===== config.mk =====
export PLATFORM = sky130hd
export DESIGN_NAME = ports_frame_packer
export DESIGN_NICKNAME = d
export VERILOG_FILES = /design/src/rtl/ports_frame_packer.sv
export SDC_FILE = /design/constraint.sdc
export NUM_CORES = 1
export LEC_CHECK = 0
export BUFFER_PORTS_ARGS = -buffer_cell sky130_fd_sc_hd__buf_2
export CAP_MARGIN = 20
export CORE_UTILIZATION = 45
export CTS_CLUSTER_SIZE = 20
export DETAILED_ROUTE_END_ITERATION = 8
export PLACE_DENSITY = 0.77
export SLEW_MARGIN = 25
export SYNTH_ARGS = -nofsm -noshare
export SYNTH_HDL_FRONTEND = slang
export SYNTH_SLANG_ARGS = --single-unit

===== constraint.sdc =====
create_clock -name clk -period 4.6 [get_ports clk]
set_clock_uncertainty 0.05 [all_clocks]
set_input_delay 0.23 -clock clk [delete_from_list [all_inputs] [get_ports clk]]
set_output_delay 0.23 -clock clk [all_outputs]
set_load 0.01 [all_outputs]

===== src/rtl/ports_frame_packer.sv =====
// ports_frame_packer
// Collects DEPTH signed W-bit samples over a valid/ready handshake and presents
// them as one registered frame, together with the frame's signed sum and a
// running count of frames handed off downstream.
//
// Ports:
//   clk          rising-edge clock
//   rst          synchronous active-high reset
//   in_valid     upstream sample valid
//   in_data      signed sample value
//   in_ready     block accepts a sample this cycle (state decode only)
//   out_valid    a complete frame is being presented (registered)
//   out_ready    downstream consumes the frame
//   out_frame    frame samples, index 0 holds the first sample accepted
//   out_sum      sign-extended sum of the frame samples
//   frame_count  frames handed off since reset, wraps in 32-bit two's complement
module ports_frame_packer #(
    parameter  int unsigned W     = 6,
    parameter  int unsigned DEPTH = 8,
    localparam int unsigned SUM_W = W + $clog2(DEPTH)
) (
    input  wire logic                    clk,
    input  wire logic                    rst,
    input  var  logic                    in_valid,
    input  wire logic signed [W-1:0]     in_data,
    output wire logic                    in_ready,
    output var  logic                    out_valid,
    input  wire logic                    out_ready,
    output var  logic signed [W-1:0]     out_frame [DEPTH-1:0],
    output wire logic signed [SUM_W-1:0] out_sum,
    output var  integer                  frame_count
);

    localparam int unsigned IDX_W = $clog2(DEPTH);

    typedef enum logic {
        FILL = 1'b0,
        HOLD = 1'b1
    } state_e;

    state_e                    state_q;
    logic        [IDX_W-1:0]   idx_q;
    logic signed [SUM_W-1:0]   acc_q;
    logic signed [SUM_W-1:0]   acc_d;
    logic                      last_c;

    // Sum is sized so DEPTH copies of the most negative sample cannot overflow.
    assign acc_d    = acc_q + {{(SUM_W-W){in_data[W-1]}}, in_data};
    assign last_c   = (idx_q == IDX_W'(DEPTH - 1));
    assign in_ready = (state_q == FILL);
    assign out_sum  = acc_q;

    // Frame collection and handoff; handoff cycle never accepts a sample.
    always_ff @(posedge clk) begin
        if (rst) begin
            state_q     <= FILL;
            out_valid   <= 1'b0;
            idx_q       <= '0;
            acc_q       <= '0;
            frame_count <= 0;
            for (int i = 0; i < int'(DEPTH); i++) begin
                out_frame[i] <= '0;
            end
        end else begin
            case (state_q)
                FILL: begin
                    if (in_valid) begin
                        out_frame[idx_q] <= in_data;
                        acc_q            <= acc_d;
                        if (last_c) begin
                            idx_q     <= '0;
                            state_q   <= HOLD;
                            out_valid <= 1'b1;
                        end else begin
                            idx_q <= idx_q + IDX_W'(1);
                        end
                    end
                end
                HOLD: begin
                    // Old frame contents stay visible until overwritten.
                    if (out_ready) begin
                        state_q     <= FILL;
                        out_valid   <= 1'b0;
                        acc_q       <= '0;
                        frame_count <= frame_count + 1;
                    end
                end
                default: begin
                    state_q <= FILL;
                end
            endcase
        end
    end

endmodule


==> results.cfg, run 1 <==
[global_routing]
grt.busiest_layer = met2
globalRouteMet2Util_pct = 33.9
met3_usage_pct = 4.99
grt_pass1_wl_um = 15800
overflow = 0
grt_max_degree = 55
globalRouteTotalUtil_pct = 20.3
grt_use_met1_pct = 25.9
first_global_vias = 3356
antenna_found_initial = 0

[worst_setup_path]
path_cells = nand4_2 > nor4_1 > nand3_1 > xor2_1 > nor2_1
cp_max_fo = 7
slowest_delay_ns = 0.80
worst_setup_path_start_kind = register
cp.required_ns = 4.78
cp_data_arrival_time_ns = 2.26
setup.worst_path.class = reg -> reg
cp_slowest_cell = nor4_1
worstSetupEndpointType = register
crit_start = frame_count[7]
r2r_start = frame_count[7]

[floorplan]
die_h_um = 97.0
dieArea_sq_mm = 0.00941
start_util_pct = 46.6
die_w_um = 97.0
top_level_ports = 101
fp-row-count = 34
core_sq_mm = 0.00872

[logic_synthesis]
synth_flop_cell = dfxtp_1
synth_nets = 465
synth-edff-count = 0
yosysSeqAreaShare_pct = 46.3
synth_cells = 443
ys_seq_elements = 94
synth_cell_types = 41
synth_area_sq_mm = 0.00406
ys_warn_count = 0
syn_area_per_cell_sq_um = 9.17
async_reset_ff_share_pct = 0

[routing]
drt_pass1_iterations = 5
vias = 3450
wl_um = 9530
drtIter0Drc = 131
routedWlPerCell_um = 14.8
route.detailed.drc = 0
ant_nets = 0
vias_per_cell = 5.36

[power]
power_leakage_uw = 0.00226
power_density_mw_per_mm2 = 331
peakVddDrop_mv = 0.220
power_uw = 1600

[clock_tree]
clock-sinks = 94
h-tree-depth = 3
cts_hold_buf = 0
post_cts_buffers = 0
clk_path_buf_depth = 2
clk_pin_slew_ns = 0.10
cts_resized = 0
clk_latency_ns = 0.36
cts_tree = built
cts_buffers = 9
cts-root-buf = clkbuf_8

[cells_and_area]
fillers = 786
syn_to_final_growth_pct = 19.0
layout.nets = 553
fin_cells = 644
multiInputGateArea_sq_mm = 0.00207
antennaDiodeCount = 0
layout_commonest_cell = buf_2
area.sequential_sq_mm = 0.00188
mostFrequentLayoutCells = buf_2, dfxtp_1, nor2_1
drive_above_1_share_pct = 23.5
final_area_sq_mm = 0.00483

[timing]
fin_crit_sh_pct = 45.2
rsz0062_at_grt = false
maxSlewViolCount = 0
worst_pin_slew_ns = 0.865
setup_violations = 0
hold_viol = 0
relSlewSlack_pct = 41.8
fmax_mhz = 481
period_needed_ns = 2.08
setup-tns-final_ns = 0

[placement]
placed_area_sq_mm = 0.00462
finalWeightedCongestion = 0.849
dp_hpwl_um = 6780
io_buffers = 100
dp_cells = 628

[status]
status = finished, final reports clean

[hold_path]
hold_path.class = in -> reg
holdCritStartpoint = out_ready

[run]
cap_violations = 0
-- kinds of logic (layout without fill, tap and decap cells) --
group | Yosys count | after routing | share of synthesized area (%)
compound gates | 47 | 47 | 7.03
flops | 94 | 94 | 46.3
buf+inv | 29 | 122 | 2.68
xor+xnor | 32 | 32 | 6.90
mux | 43 | 43 | 10.6
fa+ha+maj | 12 | 12 | 3.88
simple gates | 186 | 186 | 22.6
-- worst paths after layout --
check                                  endpoint  slack, ns  cells past startpoint
worst min-delay path                    state_q       0.16                      3
worst min register to register        out_valid       0.41                      2
worst max register to register  frame_count[17]       2.52                      5
worst max-delay path            frame_count[17]       2.52                      5
-- state kept, by name, indices dropped and copies added (netlist names) --
name,count
frame_count,32
out_sum,9
out_frame,48
state_q,1
out_valid,1
idx_q,3
-- layer usage --
layer / vias up / routed length, um / part of all wire (%)
li1: 1708 / - / -
met1: 1645 / 4360 / 46
met2: 91 / 4530 / 48
met3: 6 / 582 / 6.1
met4: 0 / 57 / 0.60
met5: - / 0 / 0
-- critical path, delay by kind of cell, from the launching register on --
family,cells,cell delay [ns]
and+or+nand+nor,4,1.25
DFF,1,0.48
xor gates and xnor gates,1,0.18
-- cells in the mapped netlist (2+ instances only) --
cell type	n	area, sq um
dfxtp_1	94	1880
nand3b_1	2	15.0
a21oi_1	21	105
nor3b_2	2	25.0
xnor2_1	6	52.6
nand3_1	16	80.1
ha_1	11	138
nor2_1	83	312
mux2i_1	43	430
xor2_1	26	228
nand2_1	32	120
nand4_1	16	100
nand2b_1	3	18.8
and2_1	3	18.8
clkbuf_1	24	90.1
a22oi_1	6	45.0
nor3_1	3	15.0
and4_1	3	26.3
a21o_1	3	22.5
or3_1	4	25.0
inv_1	4	15.0
o21ai_0	9	45.0
a2111oi_0	2	17.5
and3_1	10	62.6
-- power breakdown --
group / switching, uW / internal (uW) / leakage, uW / total [uW]
registers: 15.4 / 833 / 0.000760 / 848
clock network: 319 / 266 / 0.000106 / 585
logic: 99.0 / 65.6 / 0.00139 / 165
total: 433 / 1160 / 0.00226 / 1600
-- area by class of cell --
cell class,instances,share of cell area (%)
multi-input cells,320,42.8
flip-flops and latches,94,39.0
repair buffers,102,10.7
well taps,108,2.80
clock buffers,9,2.56
clock inverters,7,1.84
inverters,4,0.311
-- metrics by stage --
| stage | hold WS (ns) | setup slack (ns) | utilization [%] |
|---|---|---|---|
| 2_1_floorplan | 0.362 | 2.70 | - |
| 3_3_place_gp | 0.390 | 2.51 | 52.9 |
| 3_5_place_dp | 0.403 | 2.46 | 52.9 |
| 4_1_cts | 0.146 | 2.52 | 55.4 |
| 5_1_grt | 0.160 | 2.35 | 55.4 |
| 6_report | 0.158 | 2.52 | 55.4 |
Note: power is estimated with default switching activity, not from simulation.
==> run 2: changes to the inputs <==
--- a/config.mk
+++ b/config.mk
@@ -10,7 +10,7 @@
 export CORE_UTILIZATION = 45
 export CTS_CLUSTER_SIZE = 20
 export DETAILED_ROUTE_END_ITERATION = 8
-export PLACE_DENSITY = 0.77
+export PLACE_DENSITY = 0.8
 export SLEW_MARGIN = 25
 export SYNTH_ARGS = -nofsm -noshare
 export SYNTH_HDL_FRONTEND = slang
==> constraint.sdc (replaced) <==
create_clock -name clk -period 1.8 [get_ports clk]
set_clock_uncertainty 0.05 [all_clocks]
set_input_delay 0.09 -clock clk [delete_from_list [all_inputs] [get_ports clk]]
set_output_delay 0.09 -clock clk [all_outputs]
set_load 0.01 [all_outputs]
==> run 2 against run 1 <==
  * Critical path depth is 2 higher
  * First-iteration DRC count is 17% lower
  * Clock power is 120% higher
  * Count of clock-buffer cells in the layout is 2 higher
  * Critical endpoint is now out_sum[8]
  * Largest power group unchanged
==> results.cfg, run 2 (synthesis gave the netlist of run 1 again) <==
[status]
status = finished, final reports clean

[cells_and_area]
layout.nets = 586
largest-register = out_frame
largest_reg_flops = 48
drive_above_1_share_pct = 30.1
antennaDiodeCount = 0
layout_commonest_cell = buf_2
final_util_pct = 58.5
syn_to_final_growth_pct = 25.7
fillers = 740
area.sequential_sq_mm = 0.00189
mostFrequentLayoutCells = buf_2, dfxtp_1, nor2_1
multiInputGateArea_sq_mm = 0.00212

[routing]
vias = 3540
routedWlPerCell_um = 14.5
ant_nets = 0
wl_um = 9800
drt_pass1_iterations = 4
vias_per_cell = 5.24
route.detailed.drc = 0
drtIter0Drc = 109

[hold_path]
holdCritStartpoint = rst
holdPathEnd = out_sum[6]
min_path_cells = 2
hold_path.class = in -> reg

[power]
power_density_mw_per_mm2 = 776
power_leakage_uw = 0.00241
peakVddDrop_mv = 0.554

[worst_setup_path]
r2r_start = out_sum[0]
slowest_delay_ns = 0.35
cp_data_arrival_time_ns = 2.01
reg2reg_setup_slack_ns = 0.0005
worst-r2r-cell-count = 7
worstSetupEndpointType = register
path_cells = ha_4 > fa_2 > a211oi_2 > o21ai_1 > a21oi_1 > o21ai_2 > o41ai_2
r2r_end = out_sum[8]
cp_slowest_cell = fa_2
cp.required_ns = 2.01
cp_max_fo = 2
setup.worst_path.class = reg -> reg
worst_setup_path_start_kind = register
cp_top_family = compound AO/OA/AOI/OAI gates
critical_path_buf_inv_count = 0

[clock_tree]
cts_tree = built
h-tree-depth = 3
cts_buffers = 9
clk_latency_ns = 0.34
cts-root-buf = clkbuf_8
clock-sinks = 94
clk_path_buf_depth = 2
clk_pin_slew_ns = 0.09

[timing]
period_needed_ns = 1.80
fmax_mhz = 556
setup_violations = 0
fin_ws_ns = 0.000526
rsz0062_at_grt = true
hold_viol = 0
relSlewSlack_pct = 70.7
worst_pin_slew_ns = 0.437
holdWs_ns = 0.102
fin_crit_sh_pct = 100
maxSlewViolCount = 0

[placement]
finalWeightedCongestion = 0.875
io_buffers = 100
dp_hpwl_um = 7100
dp_worst_setup_slack_ns = -0.126

[global_routing]
overflow = 0
first_global_vias = 3485
antenna_found_initial = 0
globalRouteTotalUtil_pct = 21.1
grt_pass1_wl_um = 16300
grt_max_degree = 44

[floorplan]
start_util_pct = 46.6
dieArea_sq_mm = 0.00941
fp-row-count = 34
top_level_ports = 101
die_h_um = 97.0
core_sq_mm = 0.00872
die_w_um = 97.0

[run]
cap_violations = 0
-- run 2: changes by cell type in the layout (fill, tap and decap cells not counted), sizes merged --
cell and change:
clkbuf +2, inv -3, clkinv -1, clkinvlp +2
dlygate4sd3 +1, bufinv -1, buf +32
-- run 2: worst max-delay path by stage --
stage / from / end / slack, ns / depth (start not counted)
floorplan: out_sum[0] / out_sum[8] / -0.01 / 6
global placement: out_sum[0] / out_sum[8] / -0.04 / 6
detailed placement: out_sum[0] / out_sum[8] / -0.13 / 6
CTS: out_sum[0] / out_sum[8] / -0.005 / 7
global route: out_sum[0] / out_sum[8] / -0.09 / 7
finish: out_sum[0] / out_sum[8] / 0.0005 / 7
-- run 2: what timing repair did --
| action | in CTS | in global routing |
|---|---|---|
| gates cloned | 0 | 0 |
| hold endpoints to repair | 1 | 0 |
| hold buffers | 1 | 0 |
| pin swaps | 5 | 3 |
| setup buffers | 1 | 3 |
| resized for setup | 9 | 7 |
| endpoints found under the setup margin | 2 | 31 |
-- run 2: routing by layer --
metal  up-vias  global-route usage, %  part of all wire (%)
li1       1774                      -                     -
met1      1647                   26.5                    45
met2       107                   35.5                    48
met3        12                   4.91                   5.9
met4         0                   7.23                   1.3
met5         -                      0                     0
-- run 2: where the power goes --
part / switching (uW) / total (uW) / internal (uW)
clock: 737 / 1310 / 576
combinational: 273 / 477 / 205
sequential: 39.5 / 2170 / 2130
total: 1050 / 3960 / 2910
-- run 2: cell type report --
| cell class | count | area share (%) |
|---|---|---|
| clock buffer | 11 | 2.97 |
| tap | 108 | 2.65 |
| multi-input combinational | 320 | 41.5 |
| clock inverter | 4 | 0.613 |
| timing repair buffer | 135 | 15.0 |
| inverter | 4 | 0.294 |
| sequential | 94 | 37.0 |
-- run 2: stage by stage --
stage	total power [uW]	instances	setup TNS (ns)	area [sq um]
floorplan	2510	443	-0.0103	4070
CTS	3980	673	-0.00506	5070
global placement	2650	656	-0.0415	4840
finish	3960	676	0	5100
detailed placement	2660	656	-0.133	4840
global route	4140	676	-0.183	5100
